File: src/rtl/seven_seg_scanner_pkg.sv
// Shared definitions for the seven-segment digit scanner: FSM state encoding,
// one-hot digit strobe constants and the largest displayable BCD nibble.
package seven_seg_scanner_pkg;

  typedef enum logic [1:0] {
    ST_OFF  = 2'd0,
    ST_GAP  = 2'd1,
    ST_SHOW = 2'd2
  } scan_state_t;

  localparam logic [3:0] DIGIT_OFF = 4'b0000;
  localparam logic [3:0] DIGIT_0   = 4'b0001;
  localparam logic [3:0] DIGIT_1   = 4'b0010;
  localparam logic [3:0] DIGIT_2   = 4'b0100;
  localparam logic [3:0] DIGIT_3   = 4'b1000;

  localparam logic [3:0] BCD_MAX = 4'd9;

  // Map a digit index to its strobe; index 0 is the rightmost digit.
  function automatic logic [3:0] digit_onehot(input logic [1:0] idx);
    case (idx)
      2'd0:    return DIGIT_0;
      2'd1:    return DIGIT_1;
      2'd2:    return DIGIT_2;
      default: return DIGIT_3;
    endcase
  endfunction

endpackage

File: src/rtl/seven_seg_scanner_prescaler.sv
// Slot timer for the scanner: counts the cycles of one digit slot and flags
// the end of the anti-ghosting gap, the last slot cycle and the cycle before it.
module scan_prescaler #(
  parameter int SCAN_DIV   = 100000,
  parameter int GAP_CYCLES = 1000
) (
  input  logic clk,
  input  logic rst_n,
  input  logic run,
  output logic gap_done,
  output logic slot_done,
  output logic near_end
);

  localparam int CNT_W = (SCAN_DIV > 1) ? $clog2(SCAN_DIV) : 1;

  logic [CNT_W-1:0] count;

  assign gap_done  = run && (count == CNT_W'(GAP_CYCLES - 1));
  assign slot_done = run && (count == CNT_W'(SCAN_DIV - 1));
  assign near_end  = run && (count == CNT_W'(SCAN_DIV - 2));

  // Free-run through one slot while scanning, wrap at the slot end, hold at zero when idle.
  always_ff @(posedge clk or negedge rst_n) begin
    if (!rst_n) begin
      count <= '0;
    end else if (!run || slot_done) begin
      count <= '0;
    end else begin
      count <= count + CNT_W'(1);
    end
  end

endmodule

File: src/rtl/seven_seg_scanner.sv
// Multiplexed 4-digit seven-segment scanner: strobes one digit per slot with
// an all-off gap at the start of each slot, supports leading-zero blanking,
// blanks non-BCD nibbles and only accepts new values at slot boundaries.
module seven_seg_scanner
  import seven_seg_scanner_pkg::*;
#(
  parameter int SCAN_DIV   = 100000,
  parameter int GAP_CYCLES = 1000
) (
  input  logic        CLK100MHZ,
  input  logic        ck_rst,
  input  logic        en,
  input  logic        lz_blank,
  input  logic        load_valid,
  input  logic [15:0] load_value,
  output logic        load_ready,
  output logic [3:0]  digits,
  output logic [3:0]  bcd,
  output logic        slot_tick
);

  scan_state_t state;
  logic [1:0]  index;
  logic [15:0] shadow;
  logic        gap_done;
  logic        slot_done;
  logic        near_end;
  logic [3:0]  show_nibble;
  logic        lead_zero;
  logic        show_blank;

  scan_prescaler #(
    .SCAN_DIV   (SCAN_DIV),
    .GAP_CYCLES (GAP_CYCLES)
  ) u_prescaler (
    .clk       (CLK100MHZ),
    .rst_n     (ck_rst),
    .run       (state != ST_OFF),
    .gap_done  (gap_done),
    .slot_done (slot_done),
    .near_end  (near_end)
  );

  // Decide what the upcoming SHOW phase displays for the current digit index.
  always_comb begin
    show_nibble = shadow[{index, 2'b00} +: 4];
    lead_zero   = 1'b1;
    for (int i = 0; i < 4; i++) begin
      if ((i >= int'(index)) && (shadow[i*4 +: 4] != 4'h0)) begin
        lead_zero = 1'b0;
      end
    end
    show_blank = (show_nibble > BCD_MAX) || (lz_blank && (index != 2'd0) && lead_zero);
  end

  // Capture a new display value only at a slot boundary or while the display is off.
  always_ff @(posedge CLK100MHZ or negedge ck_rst) begin
    if (!ck_rst) begin
      shadow <= 16'h0000;
    end else if (load_valid && load_ready) begin
      shadow <= load_value;
    end
  end

  // Scan FSM with registered strobe, nibble and handshake outputs; ready and tick are looked ahead one cycle.
  always_ff @(posedge CLK100MHZ or negedge ck_rst) begin
    if (!ck_rst) begin
      state      <= ST_OFF;
      index      <= 2'd0;
      digits     <= DIGIT_OFF;
      bcd        <= 4'h0;
      load_ready <= 1'b0;
      slot_tick  <= 1'b0;
    end else begin
      load_ready <= 1'b0;
      slot_tick  <= 1'b0;
      if (!en) begin
        state      <= ST_OFF;
        index      <= 2'd0;
        digits     <= DIGIT_OFF;
        bcd        <= 4'h0;
        load_ready <= 1'b1;
      end else begin
        if (near_end) begin
          load_ready <= 1'b1;
          slot_tick  <= 1'b1;
        end
        case (state)
          ST_OFF: begin
            state  <= ST_GAP;
            index  <= 2'd0;
            digits <= DIGIT_OFF;
            bcd    <= 4'h0;
          end
          ST_GAP: begin
            if (gap_done) begin
              state <= ST_SHOW;
              if (show_blank) begin
                digits <= DIGIT_OFF;
                bcd    <= 4'h0;
              end else begin
                digits <= digit_onehot(index);
                bcd    <= show_nibble;
              end
            end
          end
          ST_SHOW: begin
            if (slot_done) begin
              state  <= ST_GAP;
              index  <= index + 2'd1;
              digits <= DIGIT_OFF;
              bcd    <= 4'h0;
            end
          end
          default: begin
            state  <= ST_OFF;
            digits <= DIGIT_OFF;
            bcd    <= 4'h0;
          end
        endcase
      end
    end
  end

endmodule

File: config.mk
export PLATFORM = sky130hd
export DESIGN_NAME = seven_seg_scanner
export DESIGN_NICKNAME = d
export VERILOG_FILES = /design/src/rtl/seven_seg_scanner_pkg.sv /design/src/rtl/seven_seg_scanner_prescaler.sv /design/src/rtl/seven_seg_scanner.sv
export SDC_FILE = /design/constraint.sdc
export NUM_CORES = 1
export LEC_CHECK = 0
export ABC_AREA = 0
export BUFFER_PORTS_ARGS = -buffer_cell sky130_fd_sc_hd__buf_2
export CAP_MARGIN = 10
export CORE_ASPECT_RATIO = 0.7
export CORE_MARGIN = 4
export CORE_UTILIZATION = 57
export DETAILED_ROUTE_END_ITERATION = 10
export GPL_TIMING_DRIVEN = 1
export PLACE_DENSITY = 0.81
export REMOVE_ABC_BUFFERS = 1
export SYNTH_ARGS = -nofsm -noshare
export SYNTH_HDL_FRONTEND = slang
export SYNTH_SLANG_ARGS = --single-unit
File: constraint.sdc
create_clock -name CLK100MHZ -period 2.8 [get_ports CLK100MHZ]
set_clock_uncertainty 0.1 [all_clocks]
set_input_delay 0.28 -clock CLK100MHZ [delete_from_list [all_inputs] [get_ports CLK100MHZ]]
set_output_delay 0.28 -clock CLK100MHZ [all_outputs]
set_load 0.02 [all_outputs]
==> results.sh, run 1 <==
export IMPL_crit_required_ps=2890
export IMPL_wl_met3_um=321
export IMPL_end_kind="flip-flop"
export IMPL_wl_per_cell_um=16.0
export IMPL_grt_total_usage_pct=18.8
export IMPL_rsz0062_at_grt="no"
export IMPL_ys_ff_latch=47
export IMPL_fp_dieW_um=84.7
export IMPL_yosys_warnings=0
export IMPL_fin_crit_sh_pct=81.0
export IMPL_grt_max_degree=48
export IMPL_postRouteAntennaNets=0
export IMPL_ir_drop_v=0.000421
export IMPL_cts_tree="built"
export IMPL_ios=31
export IMPL_worst_pin_slew_ps=1000
export IMPL_p_int_w=0.00115
export IMPL_clkTransAtPathRegs_ps=90
export IMPL_grt_pass1_wl_mm=7.49
export IMPL_cts_root_buf="clkbuf_8"
export IMPL_start_util_pct=59.5
export IMPL_clock_latency_ps=300
export IMPL_power_per_cell_area_mw_per_mm2=620
export IMPL_core_mm2=0.00395
export IMPL_areaGrowthSynthToFinish_pct=12.4
export IMPL_ys_types=44
export IMPL_switching_power_w=0.000487
export IMPL_post_cts_buffers=0
export IMPL_r2r_start="u_prescaler.count[11]"
export IMPL_diodes=0
export IMPL_drv_cap=0
export IMPL_p_seq_share_pct=50.8
export IMPL_hold_viol=0
export IMPL_fin_nets=260
export IMPL_drc=0
export IMPL_overflow=0
export IMPL_antenna_found_initial=0
export IMPL_first_iter_violations=113
export IMPL_final_setup_viol_count=0
export IMPL_die_area_mm2=0.00523
export IMPL_outcome="complete, no violations"
export IMPL_dieHeight_um=61.7
export IMPL_viasPerCell=5.71
export IMPL_clkSinkCount=47
export IMPL_cts_made_buffers=5
export IMPL_cts_hold_buf=0
export IMPL_r2r_slack_ps=530
export IMPL_crit_end="digits[0]"
export IMPL_critPathLaunch="u_prescaler.count[11]"
export IMPL_slew_violations=0
export IMPL_swShare_pct=29.8
export IMPL_synthCells=201
export IMPL_final_layout_size_suffix_gt1_share_pct=30.0
export IMPL_first_pass_iters=4
export IMPL_arrival_ps=2350
export IMPL_fin_tns_setup_ps=0
export IMPL_cts_htree_levels=2
export IMPL_avgSynthCellArea_um2=11.7
export IMPL_wl_met1_mm=2.25
export IMPL_power_leakage_nw=1.19
export IMPL_ys_seq_area_share_pct=50.1
export IMPL_layout_min_cycle_time_ps=2270
export IMPL_dp_hpwl_mm=3.42
export IMPL_postCtsResizedCells=0
export IMPL_min_path_type="in2async"
export IMPL_portBuffers=30
export IMPL_wl_mm=4.56
export IMPL_power_w=0.00164
export IMPL_p_comb_share_pct=18.3
export IMPL_wl_met2_mm=1.96
export IMPL_topRoutingLayerUsed="met4"
export IMPL_cts_max_path_buffers=2
export IMPL_ff2ff_path_depth=5
export IMPL_fp_row_count=19
export IMPL_path_class="reg2reg"
export IMPL_grt_pass1_vias=1493
export IMPL_pwr_share_clk_pct=31.0
export IMPL_synth_area_mm2=0.00235
export IMPL_cp_start_kind="flip-flop"
export IMPL_place_gp_congestion=0.824
export IMPL_num_vias=1627
export IMPL_worstReg2RegEnd="digits[0]"
export IMPL_fmax_ghz=0.441
export IMPL_slew_headroom_pct=33.3
export IMPL_path_max_fanout=11
## kinds of logic after synthesis
logic type      Yosys count  synth area share, %
simple gates             77                 18.4
flops                    47                 50.1
mux                      26                 14.3
compound gates           20                 5.81
xor+xnor                 14                 5.22
buf+inv                  10                 2.34
fa+ha+maj                 7                 3.73
## worst max-delay path, cell delays in order (launching register included)
cell and delay (ps):
dfrtp_1 410, or4_4 570, nor4_4 330, nor3b_2 190
nor2_4 200, mux2_2 360
## through the flow
| step | hold WS (ps) | utilization (%) | cell area, um^2 | instances | worst slack [ps] |
|---|---|---|---|---|---|
| 4_1_cts | 77.4 | 66.9 | 2640 | 285 | 519 |
| 5_1_grt | 97.8 | 66.9 | 2640 | 285 | 433 |
| 2_1_floorplan | -116 | - | 2310 | 195 | 682 |
| 3_5_place_dp | 389 | 63.9 | 2520 | 277 | 544 |
| 3_3_place_gp | 387 | 63.9 | 2520 | 277 | 609 |
| 6_report | 42.0 | 66.9 | 2640 | 285 | 533 |
## area by class of cell
type	count	area (um^2)
fill	316	1310
timing repair buffer	30	150
tap	52	65.1
clock buffer	5	68.8
sequential	47	1180
clock inverter	3	47.5
inverter	4	15.0
multi-input combinational	144	1120
## power groups by stage
stage	Sequential [W]	Clock, W	Combinational [W]
CTS	0.000830	0.000516	0.000303
finish	0.000830	0.000507	0.000299
floorplan	0.000831	0	0.000199
global placement	0.000837	0	0.000290
global route	0.000841	0.000548	0.000334
detailed placement	0.000840	0	0.000302
## sequential cells by signal (all words and copies together), names as in the netlist
| register | count |
|---|---|
| u_prescaler.count | 17 |
| shadow | 16 |
| digits | 4 |
| load_ready | 1 |
| slot_tick | 1 |
| index | 2 |
| state | 2 |
| bcd | 4 |
## synth_stat cells (all sizes together)
library cell | instances | share of area [%]
nor4b | 1 | 0.37
and3b | 2 | 0.75
o22ai | 1 | 0.27
dfrtp | 47 | 50
nand2 | 11 | 1.8
and2 | 1 | 0.27
and3 | 6 | 1.7
mux2i | 1 | 0.43
nor4 | 6 | 2.2
nand3 | 9 | 1.9
inv | 4 | 0.64
or3 | 1 | 0.27
nor3 | 1 | 0.21
xor2 | 8 | 3.0
nand4 | 1 | 0.27
and4 | 1 | 0.37
or4 | 1 | 0.48
o31ai | 4 | 1.3
o21ai | 6 | 1.3
xnor2 | 6 | 2.2
nor3b | 1 | 0.53
nand2b | 2 | 0.53
o2111ai | 1 | 0.37
nand4b | 4 | 1.5
or2 | 1 | 0.27
a22oi | 2 | 0.64
a21oi | 1 | 0.21
nand3b | 1 | 0.32
mux2 | 21 | 10
o21bai | 3 | 1.1
ha | 7 | 3.7
clkbuf | 1 | 0.16
nor2b | 1 | 0.27
o21a | 2 | 0.64
nor2 | 26 | 4.5
buf | 5 | 1.5
mux4 | 4 | 3.8
## cell usage in the layout (no fill, tap or decap), types with 6 or more instances in the layout
cell type and instances:
buf_2 30, dfrtp_1 47, ha_1 7, mux2_2 21
nand2_1 11, nand3_1 9, nor2_1 25, xnor2_1 6
xor2_1 8
## metal layers
metal  GRT usage, %  vias to the layer above
met3           4.22                        3
met4           6.55                        0
met5              0                        -
met1           30.3                      795
li1               -                      776
met2           24.6                       53
## how the worst min path moves through the flow
stage	endpoint	cells past startpoint	slack (ps)	start
2_1_floorplan	bcd[0]	0	-120	ck_rst
3_3_place_gp	digits[0]	1	390	digits[0]
3_5_place_dp	bcd[2]	1	390	bcd[2]
4_1_cts	shadow[14]	1	80	ck_rst
5_1_grt	shadow[7]	2	100	load_value[7]
6_report	u_prescaler.count[3]	1	40	ck_rst
No activity file was read; power rests on OpenSTA's default activity.
==> run 2: changes to the inputs <==
ABC_AREA = 1   (was 0)
CORE_UTILIZATION = 52   (was 57)
PLACE_DENSITY = 0.78   (was 0.81)
clock period = 1.9 ns   (was 2.8 ns; I/O delays follow)
==> run 2 against run 1 <==
Highest routed layer unchanged. Final cell count grew 33%. Power grew 44%. Register-to-register slack lost 330 ps. Synthesized area grew 5.4%. Routed wire length grew 11%. Synthesized cell count grew 41%. Clock power grew 20%. Fmax grew 34%. Flip-flop and latch count is the same. Core utilization shrank 3.6 points. Clock-buffer cell count grew 1.
==> results.sh, run 2 <==
export IMPL_overflow=0
export IMPL_slew_headroom_pct=50.7
export IMPL_end_kind="flip-flop"
export IMPL_ff2ff_path_depth=6
export IMPL_ios=31
export IMPL_p_int_w=0.00158
export IMPL_avgSynthCellArea_um2=8.71
export IMPL_pwr_share_clk_pct=25.8
export IMPL_fmax_ghz=0.590
export IMPL_path_class="reg2reg"
export IMPL_antenna_found_initial=0
export IMPL_crit_required_ps=1940
export IMPL_synth_largest_area_cell="dfrtp_1"
export IMPL_largest_reg_flops=17
export IMPL_cp_start_kind="flip-flop"
export IMPL_rsz0062_at_grt="no"
export IMPL_slew_violations=0
export IMPL_core_mm2=0.00445
export IMPL_synth_top_area_share_pct=47.5
export IMPL_first_pass_iters=4
export IMPL_cts_tree="built"
export IMPL_cts_root_buf="clkbuf_8"
export IMPL_layout_min_cycle_time_ps=1700
export IMPL_layout_common_cells="57 x nand2_1, 47 x nor2_1, 47 x dfrtp_1, 30 x buf_2, 21 x nand3_1"
export IMPL_path_max_fanout=17
export IMPL_netlist_top_cells_count="57 x nand2_1, 47 x dfrtp_1, 47 x nor2_1"
export IMPL_areaGrowthSynthToFinish_pct=13.9
export IMPL_clkTransAtPathRegs_ps=80
export IMPL_ys_types=33
export IMPL_power_leakage_nw=1.34
export IMPL_synth_edf_count=0
export IMPL_worst_pin_slew_ps=740
export IMPL_grt_pass1_wl_mm=8.57
export IMPL_arrival_ps=1740
export IMPL_ys_ff_latch=47
export IMPL_portBuffers=30
export IMPL_clock_latency_ps=300
export IMPL_diodes=0
export IMPL_start_util_pct=55.6
export IMPL_clkSinkCount=47
export IMPL_multi_input_area_mm2=0.00117
export IMPL_layout_commonest_cell="nand2_1"
export IMPL_synth_async_reset_ratio_pct=100
export IMPL_cts_htree_levels=2
export IMPL_fin_tns_setup_ps=0
export IMPL_synth_area_leaders="dfrtp_1 48%, nand2_1 8.6%, nor2_1 7.1%"
export IMPL_fin_nets=353
export IMPL_num_vias=1985
export IMPL_ir_drop_v=0.000445
export IMPL_grt_max_degree=48
export IMPL_drv_cap=0
export IMPL_fp_row_count=20
export IMPL_postCtsResizedCells=0
export IMPL_grt_busiest_layer="met1"
export IMPL_ff_latch_area_mm2=0.00118
export IMPL_grt_total_usage_pct=18.4
export IMPL_grt_met1_usage_pct=28.2
export IMPL_utilization_pct=63.3
export IMPL_power_per_cell_area_mw_per_mm2=835
export IMPL_drc=0
export IMPL_final_setup_viol_count=0
export IMPL_yosysMostFrequentCell="nand2_1"
export IMPL_final_layout_size_suffix_gt1_share_pct=25.2
export IMPL_cts_max_path_buffers=2
export IMPL_use_met2_pct=25.2
export IMPL_fin_crit_sh_pct=89.2
export IMPL_synthCells=284
export IMPL_grt_pass1_vias=1772
export IMPL_min_path_type="in2reg"
export IMPL_viasPerCell=5.22
export IMPL_cts_hold_buf=2
export IMPL_first_iter_violations=174
export IMPL_wl_per_cell_um=13.3
export IMPL_filler_cell_count=397
export IMPL_swShare_pct=32.9
export IMPL_grt_util_met3_pct=4.92
export IMPL_p_comb_share_pct=22.4
export IMPL_die_area_mm2=0.00594
export IMPL_post_cts_buffers=0
export IMPL_outcome="complete, no violations"
export IMPL_reg_top3="u_prescaler.count (17), shadow (16)"
export IMPL_wl_mm=5.05
export IMPL_synth_area_mm2=0.00247
export IMPL_largest_register="u_prescaler.count"
export IMPL_ys_seq_area_share_pct=47.5
export IMPL_fp_dieW_um=90.5
export IMPL_p_seq_share_pct=51.8
export IMPL_yosys_most_used_dff="dfrtp_1"
export IMPL_whs_path_depth=2
export IMPL_yosys_warnings=0
export IMPL_postRouteAntennaNets=0
export IMPL_cts_made_buffers=5
export IMPL_place_gp_congestion=0.908
export IMPL_hold_viol=0
export IMPL_dp_hpwl_mm=3.81
export IMPL_dieHeight_um=65.7
export IMPL_switching_power_w=0.000773
## run 2: cell types whose count changed after synthesis, sizes merged, moves of 7 or more
cell	change
a21oi	+11
nor3	+7
mux2	-12
nor2	+25
o21ai	+9
nand3	+15
inv	+22
nand2	+52
## run 2: routing by layer
layer | up-vias | part of all wire (%) | wire length (um)
li1 | 999 | - | -
met1 | 921 | 54 | 2710
met2 | 60 | 38 | 1940
met3 | 5 | 7.0 | 356
met4 | 0 | 0.95 | 48
met5 | - | 0 | 0
## run 2: path summary, 6_finish.rpt
| check | slack (ps) | start | end |
|---|---|---|---|
| worst max register to register | 200 | u_prescaler.count[0] | u_prescaler.count[8] |
| worst min-delay path | 20 | load_value[3] | shadow[3] |
| min in group asynchronous | 410 | ck_rst | u_prescaler.count[15] |
| worst min register to register | 380 | digits[0] | digits[0] |
| worst max-delay path | 200 | u_prescaler.count[0] | u_prescaler.count[8] |
| max in group asynchronous | 890 | ck_rst | u_prescaler.count[1] |
## run 2: critical path: stages, from the launching register on
cell     delay [ps]
dfrtp_1         400
ha_1            200
nand2_2         110
nor2_4          170
nand3_4         120
o21ai_2         310
nor3_1          120
## run 2: cell type report
class                      count  share of cell area [%]
inverter                      26                    3.46
sequential                    47                    41.7
clock buffer                   6                    2.93
timing repair buffer          38                    7.63
multi-input combinational    207                    41.6
clock inverter                 1                   0.178
tap                           55                    2.44
## run 2: logic make-up (layout without fill, tap and decap cells)
logic type	after synthesis	after routing	synth area share (%)
compound gates	30	30	7.89
xor+xnor	8	8	2.83
fa+ha+maj	7	7	3.54
buf+inv	30	71	5.06
flops	47	47	47.5
mux	9	9	4.10
simple gates	153	153	29.1
## run 2: through the flow
stage	hold slack (ps)	cell area (um^2)	power, W	setup WS (ps)	instances
6_report	18.3	2820	0.00235	205	380
5_1_grt	16.1	2820	0.00250	41.0	380
4_1_cts	13.8	2820	0.00237	212	380
3_5_place_dp	229	2710	0.00176	212	371
3_3_place_gp	217	2710	0.00175	254	371
2_1_floorplan	-206	2450	0.00159	229	280
## run 2: power groups by stage
stage / clock, W / combinational, W / sequential (W)
floorplan: 0 / 0.000341 / 0.00125
global placement: 0 / 0.000520 / 0.00123
detailed placement: 0 / 0.000526 / 0.00124
CTS: 0.000626 / 0.000530 / 0.00122
global route: 0.000677 / 0.000584 / 0.00124
finish: 0.000607 / 0.000527 / 0.00122
